<file path="src/rtl/stream_mux_pkg.sv">
// Shared types and helpers for the stream arbitration multiplexer.
package stream_mux_pkg;

  typedef enum logic {ARB_FIXED = 1'b0, ARB_RR = 1'b1} arb_mode_e;

  typedef enum logic {UNLOCKED = 1'b0, LOCKED = 1'b1} lock_state_e;

  // Index of the set bit in a one-hot vector of up to 32 channels; 0 when empty.
  function automatic int unsigned onehot_to_idx(input logic [31:0] oh);
    int unsigned idx;
    idx = 0;
    for (int i = 0; i < 32; i++) begin
      if (oh[i]) idx = i;
    end
    return idx;
  endfunction

endpackage

</file>
<file path="src/rtl/stream_arb_mux_rr_arbiter.sv">
// Combinational arbiter: fixed priority from channel 0, or round-robin from ptr.
module rr_arbiter
  import stream_mux_pkg::*;
#(
  parameter  int N  = 4,
  localparam int PW = $clog2(N)
) (
  input  logic [N-1:0]  req,
  input  logic [PW-1:0] ptr,
  input  arb_mode_e     mode,
  output logic [N-1:0]  gnt
);

  int   start;
  int   idx;
  logic found;

  // NOTE: every variable gets a default before the loop, so no path through
  // this block can leave one unassigned and infer a latch.
  always_comb begin
    gnt   = '0;
    found = 1'b0;
    idx   = 0;
    start = (mode == ARB_RR) ? int'(ptr) : 0;
    for (int k = 0; k < N; k++) begin
      idx = start + k;
      if (idx >= N) idx = idx - N;
      if (!found && req[idx]) begin
        gnt[idx] = 1'b1;
        found    = 1'b1;
      end
    end
  end

endmodule

</file>
<file path="src/rtl/stream_arb_mux.sv">
// N-channel valid/ready stream mux with packet lock, selectable arbitration
// and a registered output stage.
module stream_arb_mux
  import stream_mux_pkg::*;
#(
  parameter  int N_CH    = 4,
  parameter  int WIDTH   = 8,
  localparam int CH_BITS = $clog2(N_CH)
) (
  input  logic                  clk,
  input  logic                  rst,
  input  arb_mode_e             mode,
  input  logic [N_CH-1:0]       in_valid,
  input  logic [N_CH*WIDTH-1:0] in_data,
  input  logic [N_CH-1:0]       in_last,
  output logic [N_CH-1:0]       in_ready,
  output logic                  out_valid,
  output logic [WIDTH-1:0]      out_data,
  output logic                  out_last,
  output logic [CH_BITS-1:0]    out_ch,
  input  logic                  out_ready
);

  lock_state_e          state_q, state_d;
  logic [CH_BITS-1:0]   lock_ch_q, lock_ch_d;
  logic [CH_BITS-1:0]   rr_ptr_q, rr_ptr_d;
  logic                 out_valid_q, out_valid_d;
  logic [WIDTH-1:0]     out_data_q, out_data_d;
  logic                 out_last_q, out_last_d;
  logic [CH_BITS-1:0]   out_ch_q, out_ch_d;

  logic [N_CH-1:0]      arb_gnt;
  logic [N_CH-1:0]      gnt;
  logic [CH_BITS-1:0]   sel;
  logic                 ld;
  logic                 accept;

  rr_arbiter #(.N(N_CH)) u_arb (
    .req  (in_valid),
    .ptr  (rr_ptr_q),
    .mode (mode),
    .gnt  (arb_gnt)
  );

  // A locked packet owns the output even while its producer idles.
  assign gnt      = (state_q == LOCKED) ? (N_CH'(1) << lock_ch_q) : arb_gnt;
  assign ld       = !out_valid_q || out_ready;
  assign in_ready = (rst || !ld) ? '0 : gnt;
  assign accept   = |(in_valid & in_ready);
  assign sel      = CH_BITS'(onehot_to_idx(32'(gnt)));

  always_comb begin
    state_d     = state_q;
    lock_ch_d   = lock_ch_q;
    rr_ptr_d    = rr_ptr_q;
    out_valid_d = out_valid_q;
    out_data_d  = out_data_q;
    out_last_d  = out_last_q;
    out_ch_d    = out_ch_q;
    if (ld) begin
      out_valid_d = accept;
      if (accept) begin
        out_data_d = in_data[int'(sel)*WIDTH +: WIDTH];
        out_last_d = in_last[sel];
        out_ch_d   = sel;
        if (in_last[sel]) begin
          state_d  = UNLOCKED;
          rr_ptr_d = (sel == CH_BITS'(N_CH - 1)) ? '0 : CH_BITS'(int'(sel) + 1);
        end else begin
          state_d   = LOCKED;
          lock_ch_d = sel;
        end
      end
    end
  end

  // NOTE: state uses non-blocking assignments so every flop samples the
  // pre-edge values regardless of statement order.
  always_ff @(posedge clk) begin
    if (rst) begin
      state_q     <= UNLOCKED;
      lock_ch_q   <= '0;
      rr_ptr_q    <= '0;
      out_valid_q <= 1'b0;
      out_data_q  <= '0;
      out_last_q  <= 1'b0;
      out_ch_q    <= '0;
    end else begin
      state_q     <= state_d;
      lock_ch_q   <= lock_ch_d;
      rr_ptr_q    <= rr_ptr_d;
      out_valid_q <= out_valid_d;
      out_data_q  <= out_data_d;
      out_last_q  <= out_last_d;
      out_ch_q    <= out_ch_d;
    end
  end

  assign out_valid = out_valid_q;
  assign out_data  = out_data_q;
  assign out_last  = out_last_q;
  assign out_ch    = out_ch_q;

endmodule

</file>
<file path="config.mk">
export PLATFORM = sky130hd
export DESIGN_NAME = stream_arb_mux
export DESIGN_NICKNAME = d
export VERILOG_FILES = /design/src/rtl/stream_mux_pkg.sv /design/src/rtl/stream_arb_mux_rr_arbiter.sv /design/src/rtl/stream_arb_mux.sv
export SDC_FILE = /design/constraint.sdc
export NUM_CORES = 1
export LEC_CHECK = 0
export CAP_MARGIN = 20
export CORE_ASPECT_RATIO = 0.9
export CORE_UTILIZATION = 60
export CTS_BUF_LIST = sky130_fd_sc_hd__clkbuf_4 sky130_fd_sc_hd__clkbuf_8 sky130_fd_sc_hd__clkbuf_16
export DETAILED_ROUTE_END_ITERATION = 12
export DONT_BUFFER_PORTS = 1
export PLACE_DENSITY_LB_ADDON = 0.25
export SLEW_MARGIN = 20
export SYNTH_ARGS = -nofsm -noshare
export SYNTH_HDL_FRONTEND = slang
export SYNTH_SLANG_ARGS = --single-unit
export TNS_END_PERCENT = 20
</file>
<file path="constraint.sdc">
create_clock -name clk -period 4.04 [get_ports clk]
set_input_delay 0.404 -clock clk [delete_from_list [all_inputs] [get_ports clk]]
set_output_delay 0.404 -clock clk [all_outputs]
set_load 0.01 [all_outputs]
</file>
==> flow_summary.yaml, run 1 <==
sta:
  timing_hold_violations_final: 0
  final_setup_tns_ns: 0
  clock_skew_ns: 0.01355
  period_minus_slack_ns: 3.009
  maxClockFrequency_ghz: 0.3324
  fin_crit_sh_pct: 74.47
  grt_setup_unrepaired: "no"
  timing_max_transition_violations_final: 0
  relSlewSlack_pct: 63.76
  worst_slew_pin_slew_ns: 0.5425
  finish_stage_setup_viols: 0
critical_path:
  start_kind: "flip-flop"
  critical_path.slowest_cell: "or4b_2"
  cp-end-kind: "flip-flop"
  crit_arrival_ns: 3.25
  cpLargestDelayFamily: "compound AO/OA/AOI/OAI gates"
  crit_type: "reg2reg"
  worstPathBufferInverterCount: 1
  crit_path_max_incr_delay_ns: 0.73
  required_ns: 4.28
  cp_max_fo: 25
  crit_chain: "or4b_2 > a21oi_1 > a311o_1 > and2_4 > a22o_4 > a311oi_4 > buf_4 > a311o_1 > a21oi_1"
yosys:
  cell_area_after_technology_mapping_um2: 1310
  synth_seq_area_share_pct: 25.98
  async_reset_ff_share_pct: 0
  netlist_instances: 171
  postSynthAreaPerCell_um2: 7.661
  synth.yosys.warnings: 0
  synth_enable_flop_cells: 0
  netlist-cell-type-count: 50
  syn-num-nets: 215
  synth-main-ff-cell: "dfxtp_1"
  ys_seq_elements: 17
layout:
  multi_input_area_um2: 860.8
  nets: 208
  final_common_cell: "nand2_1"
  syn2layout_area_growth_pct: -0.09511
  most-common-layout-cells: "nand2_1 (33), dfxtp_1 (17), a21oi_1 (15)"
  diodes: 0
  fin_util_pct: 65.79
  layout.filler_cells: 188
  post_route_cells_drive_above_1_share_pct: 10.43
  seqCellArea_um2: 340.3
cts:
  worst_skew_pair.late_latency_ns: 0.30
  clk_transition_reported_paths_ns: 0.11
  numCtsBuffers: 3
  clk_path_buf_depth: 2
  cts_htree_levels: 1
  tritoncts: "built"
  cts_setup_buffers: 0
  post_cts_hold_buffer_count: 0
  cts_root_buffer: "clkbuf_4"
  cts_resized: 0
  clkSinkCount: 17
power_and_ir_drop:
  vdd_drop_max_v: 0.0002813
  total_leakage_power_uw: 0.0004664
  p_per_area_nw_per_um2: 351.1
place:
  gpl.final_weighted_congestion: 0.8939
  io_buffers: 0
  dp_hpwl_um: 2666
routing:
  postRouteAntennaNets: 0
  post_drt_via_cell_ratio: 7.096
  first_pass_iters: 4
  post_detailed_route_wirelength_per_cell_um: 19.10
  drt-initial-drc-count: 55
  dr_total_vias: 1334
  drt_drc_violations_left: 0
  drt_wl_total_um: 3591
die:
  initial_core_util_pct: 65.85
  die_area_um2: 2375
  floorplan.io_pins: 60
  die_width_um: 51.26
  core_region_area_um2: 1989
  number_of_core_rows: 15
  floorplan.die.height_um: 46.33
outcome:
  result_of_the_run: "finished clean"
grt:
  remaining_overflow_grt: 0
  grt_first_pass_wirelength_um: 5513
  grt_use_total_pct: 31.50
  vias_in_the_first_global_route: 1135
  antenna_violations_before_repair: 0
  grt_start_max_net_pins: 26
run:
  maxCapViolations: 0
min_path:
  holdCritPathClass: "in2reg"
[synthesized netlist by cell type, types with 2 or more instances]
cell type  count  share of area, %
inv_1          8               2.3
a221oi_1       3               2.0
nand2_1       33               9.5
nor2b_1        2              0.95
dfxtp_1       17                26
buf_4          2               1.1
nand2b_1       6               2.9
mux2i_1        2               1.5
buf_2          6               2.3
and2_1         4               1.9
a211oi_1       2               1.1
a211o_1        2               1.3
o21ai_1        4               1.5
nor3_1         2              0.76
a31oi_1        2              0.95
clkbuf_1       5               1.4
a21oi_1       15               5.7
o22ai_1        8               3.8
o31ai_1        2               1.1
a311o_1        9               6.9
nor2_1         8               2.3
[metrics by stage]
stage                     power, uW  instances  hold slack (ns)  setup slack (ns)  cell area (um2)
after floorplan               345.7        171           0.4728             1.550             1310
after global placement        359.8        184           0.4763             1.159             1281
after detailed placement      364.9        184           0.4775             1.073             1281
after CTS                     456.3        188           0.1552             1.068             1309
after global routing          481.6        188           0.1482            0.8779             1309
final                         459.5        188           0.1501             1.031             1309
[logic make-up (layout without fill, tap and decap cells)]
logic type,Yosys count,count (layout),share of synthesized area (%)
DFF,17,17,25.98
and+or+nand+nor,66,66,25.98
buffers and inverters,23,15,8.309
AOI/OAI and AO/OA,61,61,36.49
muxes,4,4,3.247
[where the power goes]
| part | leakage [uW] | switching, uW | internal [uW] |
|---|---|---|---|
| sequential | 0.000139 | 28.7 | 187 |
| combinational | 0.000310 | 86.6 | 61.2 |
| clock | 0.0000177 | 58.8 | 36.9 |
| total | 0.000466 | 174 | 285 |
[per-layer routing]
layer / GRT usage (%) / wire (um) / up-vias / part of all wire, %
met5: 0 / 0 / - / 0
met4: 8.108 / 21 / 0 / 0.58
met2: 47.11 / 1531 / 81 / 43
met1: 43.87 / 1604 / 627 / 45
met3: 9.901 / 434 / 4 / 12
li1: - / - / 622 / -
[flip-flops by register name (all words and copies together) (netlist names)]
| register | count |
|---|---|
| out_data | 8 |
| out_last | 1 |
| state_q | 1 |
| out_ch | 2 |
| rr_ptr_q | 2 |
| out_valid | 1 |
| lock_ch_q | 2 |
[area by class of cell]
cell class	count	area share (%)
Clock inverter	1	0.3824
Multi-Input combinational cell	131	65.77
Inverter	9	2.581
Tap cell	25	2.390
Sequential cell	17	26.00
Clock buffer	3	1.721
Timing Repair Buffer	2	1.147
[worst paths after layout]
kind	start	to	slack (ns)	depth (start not counted)
min	rst	out_data[2]$_SDFFE_PP0P_	0.15	1
max	rr_ptr_q[0]$_SDFFE_PP0P_	out_data[0]$_SDFFE_PP0P_	1.03	9
min reg2reg	out_data[7]$_SDFFE_PP0P_	out_data[7]$_SDFFE_PP0P_	0.50	2
max reg2reg	rr_ptr_q[0]$_SDFFE_PP0P_	out_data[0]$_SDFFE_PP0P_	1.03	9
Power figures use the tool's default switching activity.
==> run 2: changes to the inputs <==
==> constraint.sdc (replaced) <==
create_clock -name clk -period 3 [get_ports clk]
set_input_delay 0.3 -clock clk [delete_from_list [all_inputs] [get_ports clk]]
set_output_delay 0.3 -clock clk [all_outputs]
set_load 0.01 [all_outputs]
==> run 2 against run 1 <==
  * Register-to-register slack worse by 0.73 ns
  * Largest power group unchanged
  * Sequential power grew 33%
  * Design area is 1.9% higher
  * Flip-flop and latch count is the same
  * Combinational power rose by 39%
  * Critical endpoint unchanged
  * Global-route usage fell by 3.5 points
  * First-iteration DRC count down 18%
  * Critical path depth unchanged
  * Via count decreased by 3.7%
  * Critical path type unchanged
  * Highest routed layer unchanged
  * Power up 34%
  * Clock skew shrank 0.0066 ns
==> flow_summary.yaml, run 2 (synthesized netlist as in run 1, its figures left out) <==
outcome:
  result_of_the_run: "finished clean"
cts:
  clk_path_buf_depth: 2
  cts_root_buffer: "clkbuf_4"
  tritoncts: "built"
  numCtsBuffers: 3
  worst_skew_pair.late_latency_ns: 0.29
  clk_transition_reported_paths_ns: 0.10
  cts_setup_buffers: 0
  clkSinkCount: 17
  cts_resized: 0
  post_cts_hold_buffer_count: 0
  cts_htree_levels: 1
die:
  number_of_core_rows: 15
  initial_core_util_pct: 65.85
  die_area_um2: 2375
  floorplan.io_pins: 60
  core_region_area_um2: 1989
  floorplan.die.height_um: 46.33
  die_width_um: 51.26
grt:
  vias_in_the_first_global_route: 1090
  antenna_violations_before_repair: 0
  grt_start_max_net_pins: 26
  remaining_overflow_grt: 0
  grt_first_pass_wirelength_um: 4961
  grt_use_total_pct: 28.01
sta:
  clock_skew_ns: 0.006943
  period_minus_slack_ns: 2.695
  maxClockFrequency_ghz: 0.3711
  timing_hold_violations_final: 0
  finish_stage_setup_viols: 0
  final.hold.worst_slack_ns: 0.06473
  fin_crit_sh_pct: 89.83
  relSlewSlack_pct: 69.80
  worst_slew_pin_slew_ns: 0.4524
  grt_setup_unrepaired: "no"
  final_setup_tns_ns: 0
  timing_max_transition_violations_final: 0
place:
  io_buffers: 0
  gpl.final_weighted_congestion: 1.020
  placedCellCount: 187
  dp_hpwl_um: 2491
  placedInstanceArea_um2: 1304
layout:
  multi_input_area_um2: 860.8
  nets: 211
  syn2layout_area_growth_pct: 1.815
  final_common_cell: "nand2_1"
  fin_cells: 191
  layout.filler_cells: 177
  post_route_cells_drive_above_1_share_pct: 12.05
  fin_util_pct: 67.04
  most-common-layout-cells: "nand2_1 (33), dfxtp_1 (17), a21oi_1 (15)"
  seqCellArea_um2: 340.3
  post-route-cell-area_um2: 1334
  diodes: 0
  largest_register_ffs: 8
routing:
  post_detailed_route_wirelength_per_cell_um: 17.22
  post_drt_via_cell_ratio: 6.728
  drt_wl_total_um: 3289
  first_pass_iters: 5
  drt_drc_violations_left: 0
  postRouteAntennaNets: 0
  drt-initial-drc-count: 45
  dr_total_vias: 1285
run:
  maxCapViolations: 0
power_and_ir_drop:
  p_per_area_nw_per_um2: 460.3
  total_leakage_power_uw: 0.0004779
  vdd_drop_max_v: 0.0004293
critical_path:
  crit_path_max_incr_delay_ns: 0.71
  crit_arrival_ns: 2.92
  required_ns: 3.23
  cp_max_fo: 25
  crit_chain: "or4b_2 > a21oi_1 > a311o_1 > and2_4 > a22o_4 > a311oi_4 > buf_4 > a311o_1 > a21oi_1"
  start_kind: "flip-flop"
  critical_path.slowest_cell: "or4b_2"
  crit_type: "reg2reg"
  critical_path_source: "rr_ptr_q[0]$_SDFFE_PP0P_"
  worst_r2r_startpoint: "rr_ptr_q[0]$_SDFFE_PP0P_"
  cp-end-kind: "flip-flop"
min_path:
  hold_path.startpoint: "rst"
  holdCritPathClass: "in2reg"
==> run 2: cell count changes in the layout (fill, tap and decap cells not counted), sizes merged <==
cell      change
buf           +3
clkinv        -1
clkinvlp      +1
==> run 2: cell type report <==
cell class | instances | share of cell area [%]
Clock buffer | 3 | 1.689
Clock inverter | 1 | 0.5629
Inverter | 9 | 2.533
Multi-Input combinational cell | 131 | 64.54
Sequential cell | 17 | 25.52
Tap cell | 25 | 2.345
Timing Repair Buffer | 5 | 2.814
==> run 2: stage by stage <==
stage	total power (uW)	worst slack, ns
2_1_floorplan	465.6	0.5102
3_3_place_gp	490.2	0.3410
3_5_place_dp	493.9	0.3533
4_1_cts	615.2	0.3358
5_1_grt	647.5	0.06900
6_report	613.9	0.3050
==> run 2: final timing paths <==
path,slack [ns],to,cells after the start
max,0.31,out_data[0]$_SDFFE_PP0P_,9
min,0.06,rr_ptr_q[1]$_SDFFE_PP0P_,1
max reg2reg,0.31,out_data[0]$_SDFFE_PP0P_,9
min reg2reg,0.50,out_data[7]$_SDFFE_PP0P_,2
==> run 2: per-layer routing <==
metal	up-vias	share of wire, %	GRT usage, %
met5	-	0	0
met4	0	0.43	10.27
met3	4	6.9	2.310
met2	56	45	43.68
met1	593	48	40.48
li1	632	-	-
==> run 2: report_power, final <==
group          switching (uW)  leakage (uW)  total (uW)  internal, uW
combinational             118      0.000325         206          87.8
clock                    69.7     0.0000139         120          50.7
sequential               35.5      0.000139         288           252
==> run 2: critical path: cells and delay by family (launching register included) <==
kind	cells	cell delay [ns]
buffers and inverters	1	0.23
AO/OA/AOI/OAI	6	1.04
flip-flops	1	0.46
AND/OR/NAND/NOR	2	0.91
==> run 3: changes to the inputs <==
--- a/config.mk
+++ b/config.mk
@@ -11,6 +11,7 @@
 export CTS_BUF_LIST = sky130_fd_sc_hd__clkbuf_4 sky130_fd_sc_hd__clkbuf_8 sky130_fd_sc_hd__clkbuf_16
 export DETAILED_ROUTE_END_ITERATION = 12
 export DONT_BUFFER_PORTS = 1
+export MAX_ROUTING_LAYER = met4
 export PLACE_DENSITY_LB_ADDON = 0.25
 export SLEW_MARGIN = 20
 export SYNTH_ARGS = -nofsm -noshare
==> run 3 against run 2 <==
  * Largest power group unchanged
  * Clock-buffer cell count did not move
  * Critical path type unchanged
  * Setup slack got worse by 0.028 ns
  * Final cell count rose by 1.6%
==> flow_summary.yaml, run 3 (synthesized netlist as in run 1, its figures left out) <==
outcome:
  result_of_the_run: "finished clean"
critical_path:
  worst_r2r_path_depth: 8
  reg2reg_setup_slack_ns: 0.28
  critical_path.slowest_cell: "dfxtp_1"
  cp-end-kind: "flip-flop"
  cp_max_fo: 13
  required_ns: 3.18
  crit_type: "reg2reg"
  start_kind: "flip-flop"
  crit_chain: "or4b_2 > a21oi_1 > a311o_1 > and2_4 > a22o_4 > a311oi_4 > nand2b_1 > mux2_1"
  worst_r2r_startpoint: "rr_ptr_q[0]$_SDFFE_PP0P_"
  worstReg2RegEnd: "lock_ch_q[0]$_SDFFE_PP0P_"
  crit_arrival_ns: 2.90
  crit_path_max_incr_delay_ns: 0.62
power_and_ir_drop:
  clockPowerShare_pct: 20.2
  total_leakage_power_uw: 0.0004915
  vdd_drop_max_v: 0.0004271
  sequentialPowerShare_pct: 46.1
  power_frac_comb_pct: 33.8
  finalPower_uw: 629.3
  power.internal_uw: 397.1
  p_per_area_nw_per_um2: 464.0
  power_dissipated_by_switching_net_loads_uw: 232.1
  netSwitchingFraction_pct: 36.89
sta:
  relSlewSlack_pct: 67.36
  finish_stage_setup_viols: 0
  fin_crit_sh_pct: 90.76
  grt_setup_unrepaired: "no"
  maxClockFrequency_ghz: 0.3673
  timing_hold_violations_final: 0
  timing_max_transition_violations_final: 0
  period_minus_slack_ns: 2.723
  clock_skew_ns: 0.002866
  worst_slew_pin_slew_ns: 0.4896
  final_setup_tns_ns: 0
routing:
  post_detailed_route_wirelength_per_cell_um: 17.58
  postRouteAntennaNets: 0
  first_pass_iters: 4
  dr_total_vias: 1300
  drt_drc_violations_left: 0
  drt-initial-drc-count: 51
  drt_wl_total_um: 3410
  post_drt_via_cell_ratio: 6.701
grt:
  grt_start_max_net_pins: 20
  vias_in_the_first_global_route: 1087
  remaining_overflow_grt: 0
  antenna_violations_before_repair: 0
  grt_first_pass_wirelength_um: 5064
  grt_use_total_pct: 30.15
run:
  maxCapViolations: 0
cts:
  cts_root_buffer: "clkbuf_4"
  numCtsBuffers: 3
  cts_setup_buffers: 0
  cts_htree_levels: 1
  clk_transition_reported_paths_ns: 0.11
  tritoncts: "built"
  cts_resized: 0
  post_cts_hold_buffer_count: 0
  clk_path_buf_depth: 2
  worst_skew_pair.late_latency_ns: 0.29
  clkSinkCount: 17
layout:
  diodes: 0
  largest_register_ffs: 8
  fin_cells: 194
  syn2layout_area_growth_pct: 3.534
  most-common-layout-cells: "nand2_1 (33), dfxtp_1 (17), a21oi_1 (15)"
  fin_util_pct: 68.18
  post-route-cell-area_um2: 1356
  nets: 214
  final_common_cell: "nand2_1"
  post_route_cells_drive_above_1_share_pct: 13.61
place:
  dp_hpwl_um: 2648
  gpl.final_weighted_congestion: 0.9386
  placedInstanceArea_um2: 1326
  placedCellCount: 190
  io_buffers: 0
die:
  floorplan.io_pins: 60
  die_width_um: 51.26
  number_of_core_rows: 15
  die_area_um2: 2375
  initial_core_util_pct: 65.85
  core_region_area_um2: 1989
  floorplan.die.height_um: 46.33
min_path:
  hold_depth: 1
  holdCritPathClass: "in2reg"
  hold_path_end: "rr_ptr_q[1]$_SDFFE_PP0P_"
  hold_path.startpoint: "rst"
[run 3: stage by stage]
stage | hold slack, ns | setup slack, ns
3_5_place_dp | 0.3729 | 0.3103
5_1_grt | 0.04599 | 0.1542
3_3_place_gp | 0.3715 | 0.3961
2_1_floorplan | 0.4728 | 0.5102
6_report | 0.06441 | 0.2771
4_1_cts | 0.05669 | 0.2897
[run 3: worst max-delay path, delay by kind of cell (launching register included)]
family	cells	cell delay [ns]
AOI/OAI and AO/OA	4	0.99
DFF	1	0.62
muxes	1	0.34
and+or+nand+nor	3	0.66
[run 3: power groups by stage]
| stage | clock [uW] | combinational (uW) | sequential (uW) |
|---|---|---|---|
| detailed placement | 0 | 210 | 294 |
| global route | 137 | 232 | 293 |
| CTS | 129 | 211 | 289 |
| finish | 127 | 213 | 290 |
| global placement | 0 | 205 | 294 |
| floorplan | 0 | 185 | 280 |
[run 3: worst max path at each step]
stage / from / endpoint / slack [ns] / cells past startpoint
after CTS: rr_ptr_q[0]$_SDFFE_PP0P_ / lock_ch_q[0]$_SDFFE_PP0P_ / 0.29 / 8
after global routing: rr_ptr_q[0]$_SDFFE_PP0P_ / lock_ch_q[0]$_SDFFE_PP0P_ / 0.15 / 8
final: rr_ptr_q[0]$_SDFFE_PP0P_ / lock_ch_q[0]$_SDFFE_PP0P_ / 0.28 / 8
after global placement: rr_ptr_q[0]$_SDFFE_PP0P_ / out_data[4]$_SDFFE_PP0P_ / 0.40 / 9
after floorplan: rr_ptr_q[1]$_SDFFE_PP0P_ / lock_ch_q[0]$_SDFFE_PP0P_ / 0.51 / 9
after detailed placement: rr_ptr_q[0]$_SDFFE_PP0P_ / lock_ch_q[0]$_SDFFE_PP0P_ / 0.31 / 8
[run 3: layout make-up]
cell class / count / area (um2)
clock buffer: 3 / 22.52
clock inverter: 1 / 7.507
multi-input combinational: 131 / 860.8
fill: 175 / 633.1
tap: 25 / 31.28
sequential: 17 / 340.3
inverter: 9 / 33.78
timing repair buffer: 8 / 60.06
[run 3: metal layers]
layer | vias up | global-route usage, % | share of wire [%]
met4 | 0 | 6.486 | 0.73
met2 | 76 | 42.89 | 42
met3 | 4 | 8.581 | 11
li1 | 631 | - | -
met1 | 589 | 42.18 | 46
met5 | - | - | 0
